<file path="config.mk">
export PLATFORM = sky130hd
export DESIGN_NAME = conv_transposed_3d_gather_engine
export DESIGN_NICKNAME = d
export VERILOG_FILES = /design/src/rtl/conv3d_pkg.sv /design/src/rtl/conv3d_tap_gen.sv /design/src/rtl/conv_transposed_3d_gather_engine.sv
export SDC_FILE = /design/constraint.sdc
export NUM_CORES = 1
export LEC_CHECK = 0
export ABC_AREA = 1
export BUFFER_PORTS_ARGS = -buffer_cell sky130_fd_sc_hd__buf_2
export CORE_UTILIZATION = 55
export CTS_CLUSTER_SIZE = 20
export DETAILED_ROUTE_END_ITERATION = 7
export HOLD_SLACK_MARGIN = 0.08
export PLACE_DENSITY = 0.75
export SLEW_MARGIN = 20
export SYNTH_ARGS = -nofsm -noshare
export SYNTH_HDL_FRONTEND = slang
export SYNTH_SLANG_ARGS = --single-unit
export TNS_END_PERCENT = 1
</file>
<file path="constraint.sdc">
create_clock -name clk -period 6.2 [get_ports clk]
set_clock_uncertainty 0.15 [all_clocks]
set_input_delay 1.24 -clock clk [delete_from_list [all_inputs] [get_ports clk]]
set_output_delay 1.24 -clock clk [all_outputs]
set_load 0.02 [all_outputs]
</file>
<file path="src/rtl/conv3d_pkg.sv">
// Shared types and helpers for the 3D transposed-convolution gather engine.
//   state_e   : engine FSM states
//   out_dim   : transposed-convolution output extent for one axis
//   cnt_w     : counter/address width that stays >= 1 for degenerate extents
//   sat_shift : arithmetic shift right by frac, then clamp to a signed data_w range
package conv3d_pkg;

    typedef enum logic [2:0] {StIdle, StTap, StDrain, StEmit, StDone} state_e;

    function automatic int unsigned out_dim(input int unsigned in_dim, input int unsigned stride,
                                            input int unsigned pad, input int unsigned k,
                                            input int unsigned opad);
        return (in_dim - 1) * stride - 2 * pad + k + opad;
    endfunction

    function automatic int unsigned cnt_w(input int unsigned n);
        return (n > 1) ? $clog2(n) : 1;
    endfunction

    function automatic logic [63:0] sat_shift(input logic signed [63:0] acc,
                                              input int unsigned frac,
                                              input int unsigned data_w);
        logic signed [63:0] sh;
        logic signed [63:0] hi;
        logic signed [63:0] lo;
        sh = acc >>> frac;
        hi = (64'sd1 <<< (data_w - 1)) - 64'sd1;
        lo = -(64'sd1 <<< (data_w - 1));
        if (sh > hi) begin
            return hi;
        end else if (sh < lo) begin
            return lo;
        end
        return sh;
    endfunction

endpackage

</file>
<file path="src/rtl/conv3d_tap_gen.sv">
// Tap and voxel sequencer for the gather-form transposed convolution.
// Tap counters (ic, kd, kh, kw; kw fastest) step on tap_adv; voxel counters
// (oc, od, oh, ow; ow fastest) step on vox_adv. For the current (voxel, tap)
// pair it resolves which input voxel, if any, contributes.
//   clk, rst_n       : clock, async active-low reset
//   tap_adv, vox_adv : advance tap / voxel counters
//   in_addr, w_addr  : read addresses, 0 when the tap is invalid
//   tap_valid        : current tap maps onto a real input voxel
//   last_tap         : current tap is the last one of the voxel
//   last_vox         : current voxel is the last one of the tensor
//   vox_idx          : linear raster index of the current voxel
module conv3d_tap_gen
    import conv3d_pkg::*;
#(
    parameter int unsigned CIN   = 2,
    parameter int unsigned COUT  = 2,
    parameter int unsigned ID    = 4,
    parameter int unsigned IH    = 4,
    parameter int unsigned IW    = 4,
    parameter int unsigned KD    = 3,
    parameter int unsigned KH    = 3,
    parameter int unsigned KW    = 3,
    parameter int unsigned SD    = 2,
    parameter int unsigned SH    = 2,
    parameter int unsigned SW    = 2,
    parameter int unsigned PD    = 1,
    parameter int unsigned PH    = 1,
    parameter int unsigned PW    = 1,
    parameter int unsigned OPD   = 1,
    parameter int unsigned OPH   = 1,
    parameter int unsigned OPW   = 1,
    parameter int unsigned IN_AW = 7,
    parameter int unsigned W_AW  = 7
) (
    input  logic             clk,
    input  logic             rst_n,
    input  logic             tap_adv,
    input  logic             vox_adv,
    output logic [IN_AW-1:0] in_addr,
    output logic [W_AW-1:0]  w_addr,
    output logic             tap_valid,
    output logic             last_tap,
    output logic             last_vox,
    output logic [31:0]      vox_idx
);

    localparam int unsigned OD = out_dim(ID, SD, PD, KD, OPD);
    localparam int unsigned OH = out_dim(IH, SH, PH, KH, OPH);
    localparam int unsigned OW = out_dim(IW, SW, PW, KW, OPW);

    localparam int unsigned IC_W = cnt_w(CIN);
    localparam int unsigned KD_W = cnt_w(KD);
    localparam int unsigned KH_W = cnt_w(KH);
    localparam int unsigned KW_W = cnt_w(KW);
    localparam int unsigned OC_W = cnt_w(COUT);
    localparam int unsigned OD_W = cnt_w(OD);
    localparam int unsigned OH_W = cnt_w(OH);
    localparam int unsigned OW_W = cnt_w(OW);

    logic [IC_W-1:0] ic_q;
    logic [KD_W-1:0] kd_q;
    logic [KH_W-1:0] kh_q;
    logic [KW_W-1:0] kw_q;
    logic [OC_W-1:0] oc_q;
    logic [OD_W-1:0] od_q;
    logic [OH_W-1:0] oh_q;
    logic [OW_W-1:0] ow_q;
    logic [31:0]     vox_idx_q;

    logic kw_wrap, kh_wrap, kd_wrap, ic_wrap;
    logic ow_wrap, oh_wrap, od_wrap, oc_wrap;

    // Each wrap flag means "this counter and all faster ones are at their last value".
    assign kw_wrap = (kw_q == KW_W'(KW - 1));
    assign kh_wrap = kw_wrap && (kh_q == KH_W'(KH - 1));
    assign kd_wrap = kh_wrap && (kd_q == KD_W'(KD - 1));
    assign ic_wrap = kd_wrap && (ic_q == IC_W'(CIN - 1));
    assign ow_wrap = (ow_q == OW_W'(OW - 1));
    assign oh_wrap = ow_wrap && (oh_q == OH_W'(OH - 1));
    assign od_wrap = oh_wrap && (od_q == OD_W'(OD - 1));
    assign oc_wrap = od_wrap && (oc_q == OC_W'(COUT - 1));

    assign last_tap = ic_wrap;
    assign last_vox = oc_wrap;
    assign vox_idx  = vox_idx_q;

    always_ff @(posedge clk or negedge rst_n) begin
        if (!rst_n) begin
            ic_q      <= '0;
            kd_q      <= '0;
            kh_q      <= '0;
            kw_q      <= '0;
            oc_q      <= '0;
            od_q      <= '0;
            oh_q      <= '0;
            ow_q      <= '0;
            vox_idx_q <= '0;
        end else begin
            if (tap_adv) begin
                kw_q <= kw_wrap ? '0 : kw_q + KW_W'(1);
                if (kw_wrap) kh_q <= kh_wrap ? '0 : kh_q + KH_W'(1);
                if (kh_wrap) kd_q <= kd_wrap ? '0 : kd_q + KD_W'(1);
                if (kd_wrap) ic_q <= ic_wrap ? '0 : ic_q + IC_W'(1);
            end
            if (vox_adv) begin
                ow_q <= ow_wrap ? '0 : ow_q + OW_W'(1);
                if (ow_wrap) oh_q <= oh_wrap ? '0 : oh_q + OH_W'(1);
                if (oh_wrap) od_q <= od_wrap ? '0 : od_q + OD_W'(1);
                if (od_wrap) oc_q <= oc_wrap ? '0 : oc_q + OC_W'(1);
                vox_idx_q <= oc_wrap ? '0 : vox_idx_q + 32'd1;
            end
        end
    end

    // Offset of the output position from the kernel tap, in upsampled input space.
    // A tap contributes only when the offset lands exactly on a stride point inside the input.
    int  td, th, tw, ia, wa;
    logic vd, vh, vw;

    always_comb begin
        td = int'(od_q) + int'(PD) - int'(kd_q);
        th = int'(oh_q) + int'(PH) - int'(kh_q);
        tw = int'(ow_q) + int'(PW) - int'(kw_q);
        vd = (td >= 0) && (td % int'(SD) == 0) && (td / int'(SD) < int'(ID));
        vh = (th >= 0) && (th % int'(SH) == 0) && (th / int'(SH) < int'(IH));
        vw = (tw >= 0) && (tw % int'(SW) == 0) && (tw / int'(SW) < int'(IW));
        tap_valid = vd && vh && vw;
        ia = ((int'(ic_q) * int'(ID) + td / int'(SD)) * int'(IH) + th / int'(SH)) * int'(IW)
             + tw / int'(SW);
        wa = (((int'(ic_q) * int'(COUT) + int'(oc_q)) * int'(KD) + int'(kd_q)) * int'(KH)
              + int'(kh_q)) * int'(KW) + int'(kw_q);
        in_addr = tap_valid ? IN_AW'(ia) : '0;
        w_addr  = tap_valid ? W_AW'(wa) : '0;
    end

endmodule

</file>
<file path="src/rtl/conv_transposed_3d_gather_engine.sv">
// Fixed-point 3D transposed convolution (gather form, no bias, groups = 1).
// Walks every output voxel in raster order (oc, od, oh, ow), gathers its taps
// from external 1-cycle-latency memories and emits one saturated sample per
// valid/ready handshake.
//   clk, rst_n          : clock, async active-low reset
//   start, busy, done   : pass control / status (done is a one-cycle pulse)
//   in_addr, in_rdata   : input-tensor memory port
//   w_addr, w_rdata     : weight memory port
//   out_valid/ready     : output handshake
//   out_data, out_idx   : saturated sample and its linear output index
module conv_transposed_3d_gather_engine
    import conv3d_pkg::*;
#(
    parameter int unsigned DATA_W = 16,
    parameter int unsigned FRAC   = 8,
    parameter int unsigned ACC_W  = 40,
    parameter int unsigned CIN    = 2,
    parameter int unsigned COUT   = 2,
    parameter int unsigned ID     = 4,
    parameter int unsigned IH     = 4,
    parameter int unsigned IW     = 4,
    parameter int unsigned KD     = 3,
    parameter int unsigned KH     = 3,
    parameter int unsigned KW     = 3,
    parameter int unsigned SD     = 2,
    parameter int unsigned SH     = 2,
    parameter int unsigned SW     = 2,
    parameter int unsigned PD     = 1,
    parameter int unsigned PH     = 1,
    parameter int unsigned PW     = 1,
    parameter int unsigned OPD    = 1,
    parameter int unsigned OPH    = 1,
    parameter int unsigned OPW    = 1,
    localparam int unsigned IN_AW = cnt_w(CIN * ID * IH * IW),
    localparam int unsigned W_AW  = cnt_w(CIN * COUT * KD * KH * KW)
) (
    input  logic              clk,
    input  logic              rst_n,
    input  logic              start,
    output logic              busy,
    output logic              done,
    output logic [IN_AW-1:0]  in_addr,
    input  logic [DATA_W-1:0] in_rdata,
    output logic [W_AW-1:0]   w_addr,
    input  logic [DATA_W-1:0] w_rdata,
    output logic              out_valid,
    input  logic              out_ready,
    output logic [DATA_W-1:0] out_data,
    output logic [31:0]       out_idx
);

    state_e state_q;

    logic             tap_adv;
    logic             hs;
    logic [IN_AW-1:0] tg_in_addr;
    logic [W_AW-1:0]  tg_w_addr;
    logic             tap_valid;
    logic             last_tap;
    logic             last_vox;
    logic [31:0]      vox_idx;

    logic                     tap_ok_q;
    logic signed [2*DATA_W-1:0] prod;
    logic signed [ACC_W-1:0]    prod_ext;
    logic signed [ACC_W-1:0]    acc_q;
    logic signed [ACC_W-1:0]    acc_d;

    assign tap_adv = (state_q == StTap);
    assign hs      = out_valid && out_ready;

    conv3d_tap_gen #(
        .CIN   (CIN),
        .COUT  (COUT),
        .ID    (ID),
        .IH    (IH),
        .IW    (IW),
        .KD    (KD),
        .KH    (KH),
        .KW    (KW),
        .SD    (SD),
        .SH    (SH),
        .SW    (SW),
        .PD    (PD),
        .PH    (PH),
        .PW    (PW),
        .OPD   (OPD),
        .OPH   (OPH),
        .OPW   (OPW),
        .IN_AW (IN_AW),
        .W_AW  (W_AW)
    ) u_tap_gen (
        .clk       (clk),
        .rst_n     (rst_n),
        .tap_adv   (tap_adv),
        .vox_adv   (hs),
        .in_addr   (tg_in_addr),
        .w_addr    (tg_w_addr),
        .tap_valid (tap_valid),
        .last_tap  (last_tap),
        .last_vox  (last_vox),
        .vox_idx   (vox_idx)
    );

    // Addresses are only meaningful while gathering; park them at 0 otherwise.
    assign in_addr = tap_adv ? tg_in_addr : '0;
    assign w_addr  = tap_adv ? tg_w_addr : '0;

    // Read data arrives one cycle after the address, so the MAC uses the piped tap flag.
    always_comb begin
        prod     = $signed(in_rdata) * $signed(w_rdata);
        prod_ext = tap_ok_q ? ACC_W'(prod) : '0;
        acc_d    = acc_q + prod_ext;
    end

    always_ff @(posedge clk or negedge rst_n) begin
        if (!rst_n) begin
            state_q   <= StIdle;
            busy      <= 1'b0;
            done      <= 1'b0;
            out_valid <= 1'b0;
            out_data  <= '0;
            out_idx   <= '0;
            acc_q     <= '0;
            tap_ok_q  <= 1'b0;
        end else begin
            tap_ok_q <= tap_adv && tap_valid;
            acc_q    <= acc_d;
            done     <= 1'b0;
            unique case (state_q)
                StIdle: begin
                    if (start) begin
                        state_q <= StTap;
                        busy    <= 1'b1;
                        acc_q   <= '0;
                    end
                end
                StTap: begin
                    if (last_tap) state_q <= StDrain;
                end
                StDrain: begin
                    // acc_d already includes the final product landing this cycle.
                    state_q   <= StEmit;
                    out_valid <= 1'b1;
                    out_data  <= DATA_W'(sat_shift(64'(acc_d), FRAC, DATA_W));
                    out_idx   <= vox_idx;
                end
                StEmit: begin
                    if (out_ready) begin
                        out_valid <= 1'b0;
                        if (last_vox) begin
                            state_q <= StDone;
                            busy    <= 1'b0;
                            done    <= 1'b1;
                        end else begin
                            state_q <= StTap;
                            acc_q   <= '0;
                        end
                    end
                end
                StDone: begin
                    state_q <= StIdle;
                end
                default: begin
                    state_q <= StIdle;
                end
            endcase
        end
    end

endmodule

</file>
Word level (Yosys, flattened, before mapping)
Cells that the tools add are included.
Widths: inputs -> output; s select.

storage, ports and cells
  flip-flop bits (word level) = 144
  input bits = 36
  output and inout bits = 65
  word-level logic and storage cells = 140

cells by class
  add/subtract/negate cells = 26
  $mul = 4
  $lt $le $gt $ge = 8
  equal/unequal tests = 13
  muxes and demuxes = 38
  bitwise operators = 3
  reductions and logical operators = 31

operators by type and width
  kind                   number
  $mux 40                4
  $add 32x1->32          3
  $ge 32x1->1 const B    3
  $logic_not 32->1       3
  $lt 32x4->1 const B    3
  $sub 32x3->32          3
  $pmux 40 s2            1
  $add 32x3->32          2
  $mul 32x3->32 const B  2
  $mux 16                3
  $add 40x40->40         1
  $add 32x1->32 const B  1
  $gt 32x16->1 const B   1
  $lt 32x16->1 const B   1
  $mul 16x16->32         1
  $mul 32x3->7 const B   1
  $mux 32                1
  $mux 7                 4
  $mux 3                 7
  $logic_and 1x1->1      16
  $reduce_and 2->1       7
  $add 3x1->4 const B    3
  $mux 1                 12
  $pmux 3 s4             1
  21 further kinds       39

Depth between registers and ports, before layout
  word-level depth = 10
  depth in mapped cells = 49
  mapped depth without buffers = 46

Hierarchy
Synthesis repeated with hierarchy kept, for this count alone.

unflattened totals
  cell total of the unflattened synthesis = 3,059
  area, all modules = 22,125.0 µm²

modules (own cells, without submodules)
  module                            instances  cells each  area each (µm²)  seq. area each (µm²)
  conv_transposed_3d_gather_engine  1          2,372       17,332.9         2,377.3
  conv3d_tap_gen                    1          687         4,792.1          1,226.2

Worst setup path after synthesis
Ideal clock, no wire load.

  path kind = input -> register
  from = input in_rdata[5]
  to = register out_data[0]
  setup time = 0.119 ns
  arrival = 8.658 ns
  path slack = -2.728 ns
  cell stages on the path = 41
  buffers on the path = 3
  path through = clkbuf_1 clkbuf_1 nand2_1 fa_1 inv_1 fa_1 inv_1 fa_1 inv_1 fa_1 fa_1 inv_1 fa_1 inv_1 ha_1 nand2_1 nor2_1 nand2_1 [5 not listed] a21oi_1 nor2_1 nor2_1 ha_1 nand2_1 nor2_1 nand2_1 nor2_1 nand4_1 nand3_1 nand2_1 nand2_1 nand3_1 nor2_1 nand4_2 a21oi_4 buf_6 a21oi_2

on the way
  word-level cells in the longest chain between the ends = 8
  elaborated cells between the ends (all ways) = 10
  classes of those cells = add/sub: 1; mul: 1; order compare: 2; mux: 6

RTL lines
  element                 line                                     text
  start: declaration      conv_transposed_3d_gather_engine.sv:43   input logic [DATA_W-1:0] in_rdata,
  $mul 16x16->32 *        conv_transposed_3d_gather_engine.sv:111  prod = $signed(in_rdata) * $signed(w_rdata);
  $mux 40 *               conv_transposed_3d_gather_engine.sv:112  prod_ext = tap_ok_q ? ACC_W'(prod) : '0;
  $add 40x40->40 *        conv_transposed_3d_gather_engine.sv:113  acc_d = acc_q + prod_ext;
  $lt 32x16->1            conv3d_pkg.sv:31                         end else if (sh < lo) begin
  $mux 1                  conv3d_pkg.sv:31
  $mux 1                  conv3d_pkg.sv:29                         if (sh > hi) begin
  $mux 1                  conv_transposed_3d_gather_engine.sv:130  unique case (state_q)
  $mux 16 *               conv3d_pkg.sv:34                         return sh;
  end signal: assignment  conv_transposed_3d_gather_engine.sv:145  out_data <= DATA_W'(sat_shift(64'(acc_d), FRAC, DATA_W));
  end: declaration        conv_transposed_3d_gather_engine.sv:48   output logic [DATA_W-1:0] out_data,

Mark *: on every way between the ends. The rest lies on a longest branch, timed or not. The select of a mux whose other input is x is not followed.
A chain may end at the register's enable or synchronous reset.

Final worst setup path
  from = input w_rdata[3]
  to = register out_data[8]

on the way
  word-level cells in the longest chain between the ends = 8
  elaborated cells between the ends (all ways) = 10
  classes of those cells = add/sub: 1; mul: 1; order compare: 2; mux: 6

RTL lines
  element             line                                     text
  start: declaration  conv_transposed_3d_gather_engine.sv:45   input logic [DATA_W-1:0] w_rdata,
  $mul 16x16->32 *    conv_transposed_3d_gather_engine.sv:111
  $mux 40 *           conv_transposed_3d_gather_engine.sv:112
  $add 40x40->40 *    conv_transposed_3d_gather_engine.sv:113
  $lt 32x16->1        conv3d_pkg.sv:31
  $mux 1              conv3d_pkg.sv:31
  $mux 1              conv3d_pkg.sv:29
  $mux 1              conv_transposed_3d_gather_engine.sv:130
  $mux 16 *           conv3d_pkg.sv:34

Marks and branches as above.

==> flow_metrics.tcl <==
set metrics [dict create \
    crit_path_frequent_cell "nand2_1" \
    cts.reportedPaths.clkPinSlew_ps 70 \
    finalCriticalPeriod_ps 8670 \
    postRouteAntennaNets 0 \
    drt_wl_total_um 59400 \
    cts_buffers 17 \
    hold_viol 0 \
    drv_cap 0 \
    crit_required_ps 6380 \
    fin_area_um2 27200 \
    clk_latency_ps 450 \
    yosysWarnings 0 \
    period_share_pct 140 \
    synth_seq_cells 144 \
    grt.met2_usage_pct 56.1 \
    status "finished, violations left" \
    busiest_layer "met2" \
    ys_seq_area_share_pct 17.1 \
    async_reset_ff_share_pct 100 \
    cts_root_buf "clkbuf_16" \
    core.rowCount 71 \
    synth_nets 3341 \
    fin_nets 3775 \
    syn_inst 2849 \
    slowest_delay_ps 630 \
    use_met3_pct 3.56 \
    die_x_um 198 \
    multi_input_area_um2 15800 \
    synth_cell_types 51 \
    grt_pass1_wl_um 98000 \
    die_h_um 198 \
    gp_congestion 0.975 \
    setup_viol 53 \
    grt_start_max_net_pins 91 \
    holdBufCountCts 0 \
    start_util_pct 55.9 \
    htree_levels 4 \
    use_met1_pct 39.5 \
    synth.most_common_cell "inv_1" \
    slew_viol_final 0 \
    cp-start-kind "primary input" \
    synth_top_area_share_pct 25.7 \
    first_global_vias 20600 \
    first_pass_iters 5 \
    n_antenna_cell 0 \
    ios 101 \
    fmax_mhz 115 \
    nFillCells 2819 \
    hold_path.class "register to register" \
    synth_top_cell_by_area "fa_1" \
    crit_type "primary input to register" \
    area_growth_pct 28.7 \
    crit_path_max_fanout 7 \
    synth-main-ff-cell "dfrtp_1" \
    portBuffers 100 \
    synthTopCellsByCount "742 x inv_1, 667 x nand2_1, 271 x fa_1, 219 x nor2_1, 185 x ha_1" \
    slew_headroom_pct 41.8 \
    synth_edf_count 0 \
    wl_per_cell_um 15.6 \
    cts_tree "done" \
    drt-initial-drc-count 1211 \
    worstSetupEndpointType "register" \
    rsz0062_at_grt "true" \
    yosys-top-cells-area "fa_1 26%, dfrtp_1 17%, inv_1 13%, nand2_1 12%, ha_1 11%" \
    viasPerCell 5.16 \
    cts_num_sinks 144 \
    coreArea_um2 37800 \
    tns_ps -88330 \
    syn_area_um2 21100 \
    grt.overflow.total 0 \
    drc 0 \
    via_count 19600 \
    hpwl_um 47800 \
    finalWorstSetupSlack_ps -2470 \
    placedInstanceArea_um2 25100 \
    syn_avg_cell_area_um2 7.41 \
    violations "setup timing" \
    layout-drive-gt1-share_pct 26.0 \
    cp_slowest_cell "fa_2" \
    design.die.area_um2 39200 \
    grtUsageTotal_pct 31.5 \
    cp.arrival_ps 8850 \
    seq_area_um2 3600 \
    antenna_found_initial 0 \
    cts_buffer_depth 2 \
    worst_pin_slew_ps 874 \
]
logic make-up after synthesis:
kind of cell / synth area share (%)
adders and majority gates: 36.7
DFF: 17.1
xor gates and xnor gates: 2.41
buffers and inverters: 14.7
and+or+nand+nor: 20.9
muxes: 0.320
AOI/OAI and AO/OA: 7.92
area by class of cell:
class / instances / area share (%)
clock buffer: 17 / 1.57
sequential: 144 / 13.3
multi-input combinational: 1881 / 58.2
inverter: 747 / 10.3
timing repair buffer: 492 / 13.7
tap: 511 / 2.35
clock inverter: 15 / 0.599
metrics by stage:
step	instances	utilization, %	hold WS [ps]	setup slack (ps)
after floorplan	2849	-	326	-2230
after global placement	3748	66.4	316	-3220
after detailed placement	3748	66.4	318	-3270
after CTS	3789	69.5	334	-2530
after global routing	3807	72.0	364	-2810
final	3807	72.0	336	-2470
final timing paths:
kind                                         from                      end  slack [ps]  cells after the start
hold / removal             out_idx[3]$_DFFE_PN0P_   out_idx[3]$_DFFE_PN0P_         340                      2
setup reg to reg               tap_ok_q$_DFF_PN0_  out_data[8]$_DFFE_PN0P_        1830                     22
hold reg to reg            out_idx[3]$_DFFE_PN0P_   out_idx[3]$_DFFE_PN0P_         340                      2
max in group asynchronous                   rst_n   out_idx[4]$_DFFE_PN0P_        3900                      2
min in group asynchronous                   rst_n  out_data[1]$_DFFE_PN0P_         730                      1
setup / recovery                       w_rdata[3]  out_data[8]$_DFFE_PN0P_       -2470                     38
state kept, by name (all words and copies together) (netlist names), 2 cells and up:
signal and count:
acc_q 40, out_data 16, out_idx 32, state_q 3, u_tap_gen.kd_q 2, u_tap_gen.kh_q 2, u_tap_gen.kw_q 2, u_tap_gen.od_q 3
u_tap_gen.oh_q 3, u_tap_gen.ow_q 3, u_tap_gen.vox_idx 32
worst max-delay path, delay by kind of cell:
| family | cells | cell delay (ps) |
|---|---|---|
| compound gates | 3 | 420 |
| fa+ha+maj | 8 | 3870 |
| buf+inv | 10 | 1240 |
| simple gates | 17 | 2080 |
layout by cell type, fill, tap and decap left out, types with 9 or more instances in the layout:
| master | count |
|---|---|
| inv_1 | 721 |
| nand2_1 | 614 |
| buf_4 | 381 |
| fa_1 | 257 |
| nor2_1 | 178 |
| ha_1 | 147 |
| dfrtp_1 | 144 |
| o21ai_0 | 90 |
| buf_2 | 81 |
| a21oi_1 | 77 |
| nand3_1 | 62 |
| nand2_2 | 59 |
| a21oi_2 | 56 |
| nor2_2 | 37 |
| ha_4 | 36 |
| xor2_1 | 30 |
| inv_2 | 22 |
| nand4_1 | 22 |
| nor3_1 | 20 |
| clkbuf_16 | 18 |
| xnor2_1 | 17 |
| o21ai_1 | 15 |
| nor2_4 | 14 |
| fa_2 | 14 |
| buf_12 | 13 |
| nand3_2 | 12 |
| a21oi_4 | 9 |
| o21bai_1 | 9 |
| buf_6 | 9 |
metal layers:
| metal | vias to the layer above | wire length (µm) |
|---|---|---|
| met2 | 616 | 30000 |
| met4 | 0 | 2280 |
| met3 | 161 | 3010 |
| met1 | 9517 | 24100 |
| li1 | 9349 | - |
| met5 | - | 0 |
repair_timing:
item	4_1_cts	5_1_grt
setup buffers	8	17
setup endpoints to repair	53	54
resized for setup	108	202
gates cloned	1	1
pin swaps	26	113
Power is not shown: default switching activity piles up to over one toggle a cycle in this logic, so the estimate is an artifact.
